===== src/rtl/spi_master_core.sv =====
// rtl/spi_master_core.sv - Mode-0 SPI master bit engine fed by TX/RX FIFOs
// Byte loop: LOAD pops the TX head, SHIFT clocks bits MSB-first, STORE pushes the RX byte.
module spi_master_core #(
   parameter int DATA = 8,
   parameter int DIV  = 4
) (
   input  logic            clk,
   input  logic            rst,
   input  logic [15:0]     len,
   input  logic            op,
   input  logic            work,
   output logic            busy,
   input  logic [DATA-1:0] tx_data,
   output logic            tx_rd,
   input  logic            tx_empty,
   output logic [DATA-1:0] rx_data,
   output logic            rx_wr,
   input  logic            rx_full,
   output logic            sclk,
   output logic            mosi,
   input  logic            miso,
   output logic            cs_n
);

   localparam int            BW        = $clog2(DATA + 1);
   localparam logic [7:0]    DIV_LAST  = 8'(DIV - 1);
   localparam logic [15:0]   DATA_BITS = 16'(DATA);
   localparam logic [BW-1:0] DATA_BW   = BW'(DATA);
   localparam logic [BW-1:0] ONE_BW    = BW'(1);

   typedef enum logic [2:0] {
      S_IDLE,
      S_LOAD,
      S_SHIFT,
      S_STORE,
      S_DONE
   } state_t;

   state_t state, state_nxt;

   logic [15:0]     bits_left;
   logic [BW-1:0]   byte_bits;
   logic [7:0]      div_cnt;
   logic            op_q;
   logic [DATA-1:0] tx_sr;
   logic [DATA-1:0] rx_sr;
   logic            sclk_q;
   logic            cs_n_q;
   logic            busy_q;

   logic            div_end;
   logic            start;
   logic            rise;
   logic            fall;

   assign div_end = (div_cnt == DIV_LAST);

   assign busy    = busy_q;
   assign sclk    = sclk_q;
   assign cs_n    = cs_n_q;
   assign mosi    = tx_sr[DATA-1];
   assign rx_data = rx_sr;

   always_ff @(posedge clk or negedge rst) begin
      if (!rst) begin
         state <= S_IDLE;
      end else begin
         state <= state_nxt;
      end
   end

   always_comb begin
      state_nxt = state;
      start     = 1'b0;
      rise      = 1'b0;
      fall      = 1'b0;
      tx_rd     = 1'b0;
      rx_wr     = 1'b0;
      case (state)
         S_IDLE: begin
            if (work && (len != 16'd0)) begin
               start     = 1'b1;
               state_nxt = S_LOAD;
            end
         end
         S_LOAD: begin
            // An empty FIFO is an underrun: zeros go out and nothing stalls.
            tx_rd     = !tx_empty;
            state_nxt = S_SHIFT;
         end
         S_SHIFT: begin
            if (div_end) begin
               if (!sclk_q) begin
                  rise = 1'b1;
               end else begin
                  fall = 1'b1;
                  if (byte_bits == ONE_BW) begin
                     state_nxt = S_STORE;
                  end
               end
            end
         end
         S_STORE: begin
            // Writes never push; reads wait here with SCLK parked low while RX is full.
            if (op_q || !rx_full) begin
               rx_wr     = !op_q;
               state_nxt = (bits_left != 16'd0) ? S_LOAD : S_DONE;
            end
         end
         S_DONE: begin
            if (div_end) begin
               state_nxt = S_IDLE;
            end
         end
         default: begin
            state_nxt = S_IDLE;
         end
      endcase
   end

   always_ff @(posedge clk or negedge rst) begin
      if (!rst) begin
         bits_left <= 16'd0;
         byte_bits <= '0;
         div_cnt   <= 8'd0;
         op_q      <= 1'b0;
         tx_sr     <= '0;
         rx_sr     <= '0;
         sclk_q    <= 1'b0;
         cs_n_q    <= 1'b1;
         busy_q    <= 1'b0;
      end else begin
         case (state)
            S_IDLE: begin
               if (start) begin
                  bits_left <= len;
                  op_q      <= op;
                  busy_q    <= 1'b1;
               end
            end
            S_LOAD: begin
               tx_sr     <= tx_empty ? '0 : tx_data;
               rx_sr     <= '0;
               byte_bits <= (bits_left >= DATA_BITS) ? DATA_BW : bits_left[BW-1:0];
               cs_n_q    <= 1'b0;
               div_cnt   <= 8'd0;
            end
            S_SHIFT: begin
               div_cnt <= div_end ? 8'd0 : div_cnt + 8'd1;
               if (rise) begin
                  sclk_q <= 1'b1;
                  rx_sr  <= {rx_sr[DATA-2:0], miso};
               end
               if (fall) begin
                  sclk_q    <= 1'b0;
                  tx_sr     <= {tx_sr[DATA-2:0], 1'b0};
                  bits_left <= bits_left - 16'd1;
                  byte_bits <= byte_bits - ONE_BW;
               end
            end
            S_STORE: begin
               div_cnt <= 8'd0;
            end
            S_DONE: begin
               div_cnt <= div_end ? 8'd0 : div_cnt + 8'd1;
               if (div_end) begin
                  cs_n_q <= 1'b1;
                  busy_q <= 1'b0;
               end
            end
            default: begin
               div_cnt <= 8'd0;
            end
         endcase
      end
   end

endmodule


===== config.mk =====
export PLATFORM = sky130hd
export DESIGN_NAME = spi_master_core
export DESIGN_NICKNAME = d
export VERILOG_FILES = /design/src/rtl/spi_master_core.sv
export SDC_FILE = /design/constraint.sdc
export NUM_CORES = 1
export LEC_CHECK = 0
export CORE_UTILIZATION = 49
export CTS_CLUSTER_DIAMETER = 200
export CTS_CLUSTER_SIZE = 12
export DETAILED_ROUTE_END_ITERATION = 12
export PLACE_DENSITY_LB_ADDON = 0.08
export SETUP_SLACK_MARGIN = 0.1
export SLEW_MARGIN = 20
export SYNTH_ARGS = -nofsm -noshare
export SYNTH_HDL_FRONTEND = slang
export SYNTH_SLANG_ARGS = --single-unit
export TNS_END_PERCENT = 1

===== constraint.sdc =====
create_clock -name clk -period 2 [get_ports clk]
set_input_delay 0.4 -clock clk [delete_from_list [all_inputs] [get_ports clk]]
set_output_delay 0.4 -clock clk [all_outputs]
set_load 0.01 [all_outputs]

; ---- Word-level counts from Yosys, hierarchy flattened
; Index checks and enable logic that the tools add are counted.
; Widths: inputs -> output; s select.
[classes]
n_addsub = 3
n_eq_ne = 15
reduce_logical = 22
n_mux = 39
order_cmp = 1
[op_table]
columns = cell, n
row1 = $pmux 8 s2, 3
row2 = $mux 16, 2
row3 = $mux 8, 4
row4 = $pmux 16 s2, 1
row5 = $reduce_bool 16->1, 2
row6 = $mux 3, 7
row7 = $ne 2x2->1 const B, 9
row8 = $ge 16x4->1 const B, 1
row9 = $mux 1, 16
row10 = $sub 16x1->16 const B, 1
row11 = $pmux 3 s5, 1
row12 = $reduce_and 2->1, 5
row13 = $reduce_bool 2->1, 5
row14 = $add 8x1->8 const B, 1
row15 = $eq 8x2->1 const B, 1
row16 = $mux 4, 2
row17 = $pmux 4 s2, 1
row18 = $eq 3x2->1 const B, 2
row19 = $reduce_and 3->1, 2
row20 = $reduce_and 6->1, 1
row21 = $eq 4x1->1 const B, 1
row22 = $pmux 1 s2, 2
row23 = $sub 4x1->4 const B, 1
row24 = $eq 3x1->1 const B, 1
row25 = 6 further kinds, 8
[totals]
elab_cells = 90
output_inout_bits = 14
in_bits = 31
register_bits = 51

; ---- Longest topological paths before layout
; Gate-level depths: netlist of the first run.
[logic_depth]
ltp_word = 6
mapped_depth = 9
ltp_nobuf = 7

; ---- Least setup slack after synthesis of the first run
; Ideal clock, no wire load.
[synth_path]
path_type = register -> register
startpoint = register state[0]
endpoint = register bits_left[1]
required_time_ns = 1.906
setup_ns = 0.094
stages_incl_launch_ff = 9
path_buffers = 4
arrival_ns = 1.898
slack_ns = 0.008
synth_period_minus_slack_ns = 1.992
path_cell_list = dfrtp_1 > buf_6 > or4b_1 > a41o_1 > buf_6 > and2_4 > buf_6 > buf_8 > a221oi_2
[synth_between]
elab_chain_len = 4
word_cells_on_any_way = 9
cone_classes = eq/ne: 3 / mux: 3 / reduce/logical: 3
[synth_rtl]
columns = item, line_no
row1 = start: declaration, 39  ; state_t state, state_nxt;
row2 = start signal: assignment, 68  ; state <= state_nxt;
row3 = $eq 3x2->1 or $logic_not 3->1 (tied branches), "79, 133"
row4 = $mux 1, 79  ; case (state)
row5 = $ne 2x2->1 (no source line), -
row6 = $reduce_and 3->1 (no source line), -
row7 = end signal: assignment, 136  ; bits_left <= len;
row8 = end signal: assignment, 157  ; bits_left <= bits_left - 16'd1;
row9 = end: declaration, 41  ; logic [15:0] bits_left;
; Several ways; a longest one is shown, not always the timed one.
; A chain may end at the register's enable or synchronous reset.

; ---- Worst setup path after layout of the first run
[layout_path]
startpoint = register bits_left[1]
endpoint = register bits_left[13]
[layout_between]
elab_chain_len = 3
[layout_rtl]
columns = item, line_no
row1 = $sub 16x1->16, 157
row2 = $mux 16, 154  ; if (fall) begin
row3 = $pmux 16 s2, 133  ; case (state)
; No other way between the ends. The select of a mux whose other input is x is not followed.

==> impl_metrics.tcl, run 1 <==
set metrics [dict create \
    outcome "complete, no violations" \
    met1_length_um 3470 \
    clock_share_of_power_pct 18.0 \
    routed_length_per_instance_um 15.3 \
    worst_hold_path_type "input port to async pin" \
    startpoint_type "flip-flop" \
    quantity_of_hold_fixing_buffers_added_after_cts 0 \
    tritoncts "built" \
    global_route_total_usage_across_every_layer_pct 25.4 \
    nets 466 \
    count_of_yosys_warnings_during_synthesis 0 \
    synth_cells 341 \
    cts_sinks 51 \
    global_route.overflow_total 0 \
    synth_edf_count 0 \
    layoutNonFillerInstCount 503 \
    place.gp.congestion 0.846 \
    final.setup_skew_ps 10.9 \
    synth.lib_cells_used.distinct 54 \
    area_growth_syn_to_layout_pct 37.2 \
    drcViolationCount 0 \
    topRoutingLayerUsed "met4" \
    num-fill-cells 470 \
    cts_made_buffers 5 \
    power.share.switching_pct 38.5 \
    postLayoutCoreUtil_pct 71.5 \
    post-route-cell-area_um2 4060 \
    drt_first_iter_violations 312 \
    routed_via_density 5.88 \
    post_dp_cell_area_um2 3800 \
    synth.cell_area_um2 2960 \
    power_frac_seq_pct 34.4 \
    cap_viol_max_count 0 \
    cp.arrival_ps 2130 \
    timing_max_transition_violations_final 0 \
    synth_area_leader_cell "sky130_fd_sc_hd__dfrtp_1" \
    vias 2959 \
    synthesis.area_per_instance_um2 8.67 \
    dp.cells 490 \
    area_fraction_of_the_dominant_cell_type_after_synthesis_pct 42.3 \
    num_antenna_cells 0 \
    fin_crit_ps 1920 \
    postSynth.topFlopCell "sky130_fd_sc_hd__dfrtp_1" \
    synth.yosys.seq_area_share_pct 43.2 \
    cellInternalPower_mw 2.95 \
    ff_latch_area_um2 1280 \
    multiInputGateArea_um2 1580 \
    p_leak_nw 1.71 \
    clkTransAtPathRegs_ps 100 \
    totalWireLength_um 7720 \
    number_of_antenna_violations_at_the_first_check_in_global_routing 0 \
    synth_async_sr_flop_share_pct 100 \
    cts-root-buf "sky130_fd_sc_hd__clkbuf_8" \
    grt_max_degree 52 \
    worst_skew_pair_later_pin_latency_ps 320 \
    timing.critical_path.to_type "flip-flop" \
    total_switching_power_mw 1.85 \
    endpoints_failing_setup 0 \
    power_share_of_the_combinational_group_pct 47.6 \
    die_width_um 79.7 \
    io_pins 45 \
    critPathRequiredTime_ps 2210 \
    portBuffers 44 \
    place_hpwl_um 5300 \
    timing.max_slew.rel_slack_pct 58.9 \
    synth.top_cells.by_area "sky130_fd_sc_hd__dfrtp_1 42%, sky130_fd_sc_hd__a21oi_1 6.1%, sky130_fd_sc_hd__o21ai_0 5.1%, sky130_fd_sc_hd__nor2_1 4.2%, sky130_fd_sc_hd__nand2_1 4.1%" \
    fin_hold_ws_ps 50.4 \
    detail-route-antenna-nets 0 \
    routed-wl-met3_um 421 \
    die_height_um 79.7 \
    rows 27 \
    fmaxAchievable_ghz 0.520 \
    rsz0062_at_grt "true" \
    worst_pin_slew_ps 609 \
    first_global_vias 2764 \
    crit_path_class "flip-flop to flip-flop" \
    number_of_levels_in_the_clock_h_tree 2 \
    power_density_nw_per_um2 1180 \
    synthesis.nets 377 \
    start_util_pct 52.1 \
    final_min_period_over_clock_period_pct 96.1 \
    met2_length_um 3730 \
    floorplan.die_area_um2 6350 \
    firstDrtPassIters 5 \
    drive_above_1_share_pct 21.1 \
    ir_worst_vdd_mv 0.858 \
    placeableCoreArea_um2 5680 \
    synth.ff_latch_count 51 \
    hold_violations 0 \
    clockBufferDepth 2 \
    crit_path_max_fanout 4 \
    wire_length_of_the_first_global_routing_pass_um 12500 \
]
## cells in the final DEF, fill, tap and decap left out, types with 6 or more instances in the layout
cell type and count:
sky130_fd_sc_hd__o21ai_0 27, sky130_fd_sc_hd__buf_4 55, sky130_fd_sc_hd__a21oi_1 36, sky130_fd_sc_hd__nor3b_1 8, sky130_fd_sc_hd__nor3_1 11, sky130_fd_sc_hd__clkdlybuf4s50_1 40
sky130_fd_sc_hd__nor2_1 32, sky130_fd_sc_hd__dfrtp_1 49, sky130_fd_sc_hd__nand2_1 31, sky130_fd_sc_hd__mux2i_1 9, sky130_fd_sc_hd__inv_1 19, sky130_fd_sc_hd__a31oi_1 6
## power by group through the flow
stage               clock network [mW]  logic, mW  registers, mW
floorplan                            0       1.36           1.62
global placement                     0       2.12           1.65
detailed placement                   0       2.18           1.66
CTS                              0.872       2.22           1.65
global route                     0.911       2.55           1.70
finish                           0.863       2.29           1.65
## layout make-up
type                       instances  share of cell area (%)
clock buffer                       5                    1.70
clock inverter                     3                    1.67
inverter                          19                    1.76
timing repair buffer             102                    22.1
sequential                        51                    31.5
multi-input combinational        251                    39.0
tap                               72                    2.22
## through the flow
step           TNS (ps)  setup slack, ps  power [mW]
3_3_place_gp      -3960             -270        3.77
6_report              0             77.1        4.81
4_1_cts               0             97.8        4.75
3_5_place_dp      -4090             -300        3.84
2_1_floorplan         0             24.6        2.98
5_1_grt           -17.0            -17.0        5.16
## Yosys cell counts, drive strengths merged (2+ instances only)
cell,count
nand4,5
o2bb2ai,2
nand2b,3
mux2i,9
nor2,33
nor4,10
a21oi,37
a32oi,2
and3,5
and2,2
a21boi,2
clkbuf,12
a22o,2
or3,2
a31oi,6
nand4b,2
inv,19
o31ai,2
a211o,2
nor3,11
dfrtp,50
nand3,5
or4,3
nor3b,10
o41ai,2
nand3b,2
nand2,32
o21ai,31
a211oi,2
o22ai,4
buf,9
o211ai,2
a22oi,2
ha,5
xnor2,2
## layer usage
layer  vias to the layer above  track usage (%)
li1                       1417                -
met1                      1420             34.3
met2                       110             41.7
met3                        12             3.09
met4                         0             9.27
met5                         -                0
## final timing paths
kind	startpoint	end	slack, ps	cells past startpoint
worst max register to register	bits_left[1]$_DFFE_PN0P_	bits_left[13]$_DFFE_PN0P_	80	6
worst min-delay path	rst	rx_data[6]$_DFFE_PN0P_	50	2
min in group clk	cs_n$_DFFE_PN1P_	cs_n$_DFFE_PN1P_	510	2
worst min register to register	cs_n$_DFFE_PN1P_	cs_n$_DFFE_PN1P_	510	2
max in group asynchronous	rst	cs_n$_DFFE_PN1P_	1630	2
worst max-delay path	bits_left[1]$_DFFE_PN0P_	bits_left[13]$_DFFE_PN0P_	80	6
## worst max-delay path, stage by stage (launching register included)
cell	delay, ps
sky130_fd_sc_hd__dfrtp_1	410
sky130_fd_sc_hd__buf_4	160
sky130_fd_sc_hd__or4_1	610
sky130_fd_sc_hd__nor2_1	260
sky130_fd_sc_hd__a21oi_1	110
sky130_fd_sc_hd__o21ai_0	170
sky130_fd_sc_hd__o21ai_1	100
## cells by family (layout without fill, tap and decap cells)
group | Yosys count | in the layout | synth area share [%]
flip-flops | 51 | 51 | 43.2
AND/OR/NAND/NOR | 129 | 130 | 23.0
XOR/XNOR | 2 | 2 | 0.593
multiplexers | 10 | 10 | 3.43
AO/OA/AOI/OAI | 104 | 104 | 21.3
adder cells (fa/ha/maj) | 5 | 5 | 2.12
buffers and inverters | 40 | 129 | 6.35
## state kept, by name (all words and copies together) (netlist names)
signal,flops
state,3
byte_bits,4
bits_left,16
op_q,1
tx_sr,8
busy,1
rx_data,8
sclk,1
cs_n,1
div_cnt,8
## timing repair
action | 4_1_cts | 5_1_grt
setup buffers | 0 | 4
resized for setup | 16 | 8
endpoints found under the setup margin | 30 | 39
pin swaps | 0 | 5
cloned | 0 | 1
Power figures use the tool's default switching activity.
==> run 2, diff against run 1 <==
- SETUP_SLACK_MARGIN: 0.1 -> unset
==> run 2 against run 1 <==
Fmax fell by 2.9%. Power fell by 7.1%. Clock-buffer cell count did not move.
==> impl_metrics.tcl, run 2 (synthesis gave the netlist of run 1 again) <==
set metrics [dict create \
    number_of_levels_in_the_clock_h_tree 2 \
    timing.critical_path.to_type "flip-flop" \
    outcome "complete, no violations" \
    global_route.overflow_total 0 \
    clkTransAtPathRegs_ps 110 \
    cts_made_buffers 5 \
    detail-route-antenna-nets 0 \
    clock_share_of_power_pct 13.7 \
    final_min_period_over_clock_period_pct 99.0 \
    worst_hold_path_type "input port to async pin" \
    die_width_um 79.7 \
    startpoint_type "flip-flop" \
    p_leak_nw 1.65 \
    num_antenna_cells 0 \
    die_height_um 79.7 \
    fmaxAchievable_ghz 0.505 \
    firstDrtPassIters 5 \
    worst_pin_slew_ps 585 \
    number_of_antenna_violations_at_the_first_check_in_global_routing 0 \
    endpoints_failing_setup 0 \
    largest_reg_flops 16 \
    place_hpwl_um 5420 \
    vias 2839 \
    total_switching_power_mw 1.83 \
    first_global_vias 2673 \
    area_growth_syn_to_layout_pct 31.9 \
    fin_crit_ps 1980 \
    grt_max_degree 29 \
    hold_violations 0 \
    wire_length_of_the_first_global_routing_pass_um 12300 \
    nets 456 \
    place.gp.congestion 0.845 \
    routed_via_density 5.76 \
    worst_skew_pair_later_pin_latency_ps 320 \
    dp.cells 484 \
    global_route_total_usage_across_every_layer_pct 24.8 \
    cap_viol_max_count 0 \
    totalWireLength_um 7390 \
    tritoncts "built" \
    cp.arrival_ps 2180 \
    total_negative_setup_slacks_ps 0 \
    crit_path_max_fanout 4 \
    floorplan.die_area_um2 6350 \
    portBuffers 44 \
    power_frac_seq_pct 37.5 \
    largest_register "bits_left" \
    rows 27 \
    crit_path_class "flip-flop to flip-flop" \
    io_pins 45 \
    cellInternalPower_mw 2.63 \
    layout_common_cells "50 x sky130_fd_sc_hd__dfrtp_1, 46 x sky130_fd_sc_hd__buf_4, 40 x sky130_fd_sc_hd__clkdlybuf4s50_1" \
    power.share.switching_pct 41.1 \
    quantity_of_hold_fixing_buffers_added_after_cts 0 \
    routed_length_per_instance_um 15.0 \
    routed-wl-met3_um 339 \
    ff_latch_area_um2 1280 \
    drt_first_iter_violations 201 \
    layout_commonest_cell "sky130_fd_sc_hd__dfrtp_1" \
    drcViolationCount 0 \
    layoutNonFillerInstCount 493 \
    start_util_pct 52.1 \
    timing_max_transition_violations_final 0 \
    cts_sinks 51 \
    placeableCoreArea_um2 5680 \
    power_share_of_the_combinational_group_pct 48.7 \
    drive_above_1_share_pct 19.0 \
    critPathRequiredTime_ps 2200 \
    met2_length_um 3550 \
    met1_length_um 3450 \
    power_density_nw_per_um2 1140 \
    multiInputGateArea_um2 1540 \
    final.setup_skew_ps 14.2 \
    topRoutingLayerUsed "met4" \
    num-fill-cells 459 \
    ir_worst_vdd_mv 0.679 \
    timing.max_slew.rel_slack_pct 60.5 \
    rsz0062_at_grt "true" \
    cts-root-buf "sky130_fd_sc_hd__clkbuf_8" \
    clockBufferDepth 2 \
]
## run 2: power groups by stage
| stage | combinational (mW) | clock (mW) | sequential [mW] |
|---|---|---|---|
| after floorplan | 1.36 | 0 | 1.62 |
| after global placement | 2.05 | 0 | 1.67 |
| after detailed placement | 2.10 | 0 | 1.68 |
| after CTS | 2.11 | 0.617 | 1.66 |
| after global routing | 2.42 | 0.665 | 1.72 |
| final | 2.17 | 0.614 | 1.68 |
## run 2: worst paths after layout
kind                                      startpoint                       end  slack, ps  cells after the start
max in group asynchronous                        rst          op_q$_DFFE_PN0P_       1390                      2
min                                              rst    rx_data[5]$_DFFE_PN0P_         40                      1
max reg2reg                bits_left[11]$_DFFE_PN0P_  byte_bits[3]$_DFFE_PN0P_         20                      5
min in group clk                                work          busy$_DFFE_PN0P_        440                      3
min reg2reg                         cs_n$_DFFE_PN1P_          cs_n$_DFFE_PN1P_        520                      2
max                        bits_left[11]$_DFFE_PN0P_  byte_bits[3]$_DFFE_PN0P_         20                      5
## run 2: per-stage QoR
stage,hold WS (ps),power (mW),util [%],worst slack [ps],cell area [µm²]
finish,40.0,4.46,68.7,20.0,3900
global route,88.0,4.81,68.7,-73.3,3900
CTS,65.1,4.39,67.9,-15.7,3850
detailed placement,404,3.78,66.2,-287,3760
global placement,401,3.72,66.2,-248,3760
floorplan,104,2.98,-,8.17,2960
## run 2: area by class of cell
class	count	share of cell area (%)
clock inverter	3	0.513
tap	72	2.31
clock buffer	5	1.77
inverter	19	1.83
timing repair buffer	93	21.2
sequential	51	32.8
multi-input combinational	250	39.6
## run 2: per-layer routing
layer	vias up	track usage, %
met2	77	40.4
met5	-	0
met3	6	3.89
li1	1400	-
met4	0	5.45
met1	1356	34.6
## run 2: worst max-delay path, cell delays in order (launching register included)
cell and delay, ps:
sky130_fd_sc_hd__dfrtp_1 400, sky130_fd_sc_hd__or4_4 570, sky130_fd_sc_hd__nand2b_4 180, sky130_fd_sc_hd__nor4b_4 360
sky130_fd_sc_hd__o21ai_1 130, sky130_fd_sc_hd__a22o_1 220
## run 2: timing repair
item | in CTS | in global routing
cloned | 0 | 0
endpoints found under the setup margin | 4 | 28
pin swaps | 0 | 5
endpoints found under the hold margin | 0 | 0
setup buffers | 0 | 1
gates resized for setup | 4 | 15
==> run 3, diff against run 2 <==
- ABC_AREA: unset -> 1
==> run 3 against run 2 <==
Flip-flop and latch count unchanged. Global-route usage down 0.88 points. Power increased by 1.6%. Worst hold slack improved by 9.1 ps. Register-to-register slack improved by 310 ps. Via count increased by 0.77%. Highest routed layer unchanged.
==> impl_metrics.tcl, run 3 <==
set metrics [dict create \
    nets 508 \
    power_mw 4.54 \
    largest_reg_flops 16 \
    num_antenna_cells 0 \
    detail-route-antenna-nets 0 \
    synthesis.nets 460 \
    drcViolationCount 0 \
    p_leak_nw 1.74 \
    count_of_yosys_warnings_during_synthesis 0 \
    place_hpwl_um 5240 \
    clkTransAtPathRegs_ps 100 \
    timing.max_slew.rel_slack_pct 65.1 \
    firstDrtPassIters 5 \
    die_height_um 81.0 \
    r2r.worst_path.cells 9 \
    clock_share_of_power_pct 16.6 \
    synth.top_cells.by_area "sky130_fd_sc_hd__dfrtp_1 41%, sky130_fd_sc_hd__nand2_1 16%, sky130_fd_sc_hd__nand3_1 9.2%, sky130_fd_sc_hd__nor2_1 6.0%, sky130_fd_sc_hd__inv_1 4.3%" \
    quantity_of_hold_fixing_buffers_added_after_cts 0 \
    power_density_nw_per_um2 1230 \
    dp.cells 540 \
    synth.lib_cells_used.distinct 34 \
    regToRegSetupSlack_ps 330 \
    die_width_um 81.0 \
    worst-path-buf-inv 2 \
    rows 28 \
    place.gp.congestion 0.899 \
    cts_made_buffers 5 \
    routed_via_density 5.22 \
    rsz0062_at_grt "false" \
    largest_register "bits_left" \
    wire_length_of_the_first_global_routing_pass_um 12100 \
    synth_async_sr_flop_share_pct 100 \
    cp.arrival_ps 1430 \
    critical_path.max_stage_delay_ps 450 \
    cts_sinks 51 \
    timing_max_transition_violations_final 0 \
    final.setup_skew_ps 7.86 \
    totalWireLength_um 7150 \
    post-synth-top-count-cell "sky130_fd_sc_hd__nand2_1" \
    timing.critical_path.to_type "output port" \
    worst_pin_slew_ps 524 \
    clockBufferDepth 2 \
    fin_hold_ws_ps 49.1 \
    total_negative_setup_slacks_ps 0 \
    number_of_antenna_violations_at_the_first_check_in_global_routing 0 \
    area_growth_syn_to_layout_pct 20.7 \
    endpoints_failing_setup 0 \
    number_of_levels_in_the_clock_h_tree 2 \
    hold_violations 0 \
    outcome "complete, no violations" \
    crit_path_class "flip-flop to output port" \
    crit_path_max_fanout 5 \
    placeableCoreArea_um2 5960 \
    global_route.overflow_total 0 \
    worst_hold_path_type "input port to async pin" \
    cts_setup_buffers 0 \
    vias 2861 \
    postLayoutCoreUtil_pct 62.0 \
    synth_cells 424 \
    critical_path.cell_chain "nor3_1 > inv_1 > nor2_1 > dlygate4sd2_1" \
    global_route_total_usage_across_every_layer_pct 23.9 \
    layout_common_cells "129 x sky130_fd_sc_hd__nand2_1, 56 x sky130_fd_sc_hd__nand3_1, 50 x sky130_fd_sc_hd__dfrtp_1" \
    worst_skew_pair_later_pin_latency_ps 310 \
    floorplan.die_area_um2 6570 \
    cellInternalPower_mw 2.52 \
    synthesis.area_per_instance_um2 7.22 \
    synth.cell_area_um2 3060 \
    synth_edf_count 0 \
    drt_first_iter_violations 171 \
    critPathRequiredTime_ps 1600 \
    cts-root-buf "sky130_fd_sc_hd__clkbuf_8" \
    power_frac_seq_pct 36.2 \
    end_of_the_worst_register_to_register_path "bits_left[12]$_DFFE_PN0P_" \
    ir_worst_vdd_mv 0.551 \
    synth.yosys.seq_area_share_pct 41.7 \
    layoutNonFillerInstCount 548 \
    grt_max_degree 32 \
    synth.cells.most_frequent "129 x sky130_fd_sc_hd__nand2_1, 56 x sky130_fd_sc_hd__nand3_1, 50 x sky130_fd_sc_hd__dfrtp_1" \
    layout_commonest_cell "sky130_fd_sc_hd__nand2_1" \
    io_pins 45 \
    first_global_vias 2664 \
    drive_above_1_share_pct 8.88 \
    power.share.switching_pct 44.5 \
    postSynth.topFlopCell "sky130_fd_sc_hd__dfrtp_1" \
    timing.critical_path.max_delay_family "flip-flops" \
    num-fill-cells 605 \
    critical_path.reg2reg.startpoint "bits_left[0]$_DFFE_PN0P_" \
    standard_cell_with_the_maximum_stage_delay_on_the_critical_path "sky130_fd_sc_hd__dfrtp_1" \
    routed_length_per_instance_um 13.0 \
    power_share_of_the_combinational_group_pct 47.2 \
    final_min_period_over_clock_period_pct 91.5 \
    cap_viol_max_count 0 \
    fin_crit_ps 1830 \
    synth.ff_latch_count 51 \
    area_fraction_of_the_dominant_cell_type_after_synthesis_pct 40.9 \
    portBuffers 44 \
    tritoncts "built" \
    synth_area_leader_cell "sky130_fd_sc_hd__dfrtp_1" \
    total_switching_power_mw 2.02 \
    startpoint_type "flip-flop" \
    fmaxAchievable_ghz 0.546 \
    start_util_pct 51.4 \
]
-- run 3: cell count changes after synthesis, moves of 9 or more --
cell,before,now
sky130_fd_sc_hd__a21oi_1,36,1
sky130_fd_sc_hd__clkbuf_1,12,1
sky130_fd_sc_hd__inv_1,19,35
sky130_fd_sc_hd__mux2i_1,9,0
sky130_fd_sc_hd__nand2_1,32,129
sky130_fd_sc_hd__nand3_1,5,56
sky130_fd_sc_hd__nor2_1,33,49
sky130_fd_sc_hd__nor4_1,10,0
sky130_fd_sc_hd__o21ai_0,30,20
sky130_fd_sc_hd__o21ai_1,1,10
-- run 3: timing repair --
action | 4_1_cts | 5_1_grt
gates resized for setup | 2 | 2
pin swaps | 0 | 0
cloned | 0 | 0
setup endpoints to repair | 2 | 1
-- run 3: final cells by class --
type                       count  area, µm²  share of cell area, %
clock buffer                   5       68.8                   1.86
clock inverter                 3       46.3                   1.25
inverter                      37        139                   3.76
multi-input combinational    323       1550                   42.0
sequential                    51       1280                   34.6
tap                           75       93.8                   2.54
timing repair buffer          54        517                   14.0
-- run 3: worst reg2reg max path, cell delays in order, from the launching register on --
cell and delay [ps]:
sky130_fd_sc_hd__dfrtp_1 420, sky130_fd_sc_hd__inv_1 110, sky130_fd_sc_hd__ha_1 210, sky130_fd_sc_hd__nand2_1 160, sky130_fd_sc_hd__nor2_1 300, sky130_fd_sc_hd__nand2_1 80, sky130_fd_sc_hd__nand2_1 60, sky130_fd_sc_hd__nand3_1 70
sky130_fd_sc_hd__nand3_1 90, sky130_fd_sc_hd__nand2_1 50
-- run 3: worst max-delay path by stage --
stage          depth (start not counted)  slack, ps  endpoint                  from
2_1_floorplan                          4        540     tx_rd  state[1]$_DFFE_PN0P_
3_3_place_gp                           3         60     rx_wr               rx_full
3_5_place_dp                           3         30     rx_wr               rx_full
4_1_cts                                6         50     rx_wr  state[2]$_DFFE_PN0P_
5_1_grt                                6         70     rx_wr  state[2]$_DFFE_PN0P_
6_report                               4        170     tx_rd  state[1]$_DFFE_PN0P_
-- run 3: logic make-up (layout without fill, tap and decap cells) --
group	after synthesis	after routing	synth area share (%)
adders and majority gates	5	5	2.04
AOI/OAI and AO/OA	45	45	8.42
buffers and inverters	50	99	7.52
DFF	51	51	41.7
and+or+nand+nor	267	267	38.6
xor gates and xnor gates	6	6	1.72
-- run 3: per-stage QoR --
stage / setup slack, ps / cell area [µm²]
floorplan: 538 / 3060
global placement: 62.5 / 3590
detailed placement: 26.2 / 3590
CTS: 49.9 / 3700
global route: 71.0 / 3690
finish: 169 / 3690
-- run 3: power groups by stage --
| stage | Combinational (mW) | Sequential [mW] | Clock [mW] |
|---|---|---|---|
| 2_1_floorplan | 1.59 | 1.60 | 0 |
| 3_3_place_gp | 2.10 | 1.65 | 0 |
| 3_5_place_dp | 2.15 | 1.65 | 0 |
| 4_1_cts | 2.15 | 1.64 | 0.776 |
| 5_1_grt | 2.46 | 1.69 | 0.816 |
| 6_report | 2.14 | 1.64 | 0.755 |
-- run 3: per-layer routing --
metal  track usage [%]  wire length [µm]  vias up  part of all wire, %
met3              3.82               246        7                  3.4
li1                  -                 -     1460                    -
met2              38.4              3300       55                   46
met4              5.89                51        0                 0.71
met1              33.5              3550     1339                   50
met5                 0                 0        -                    0
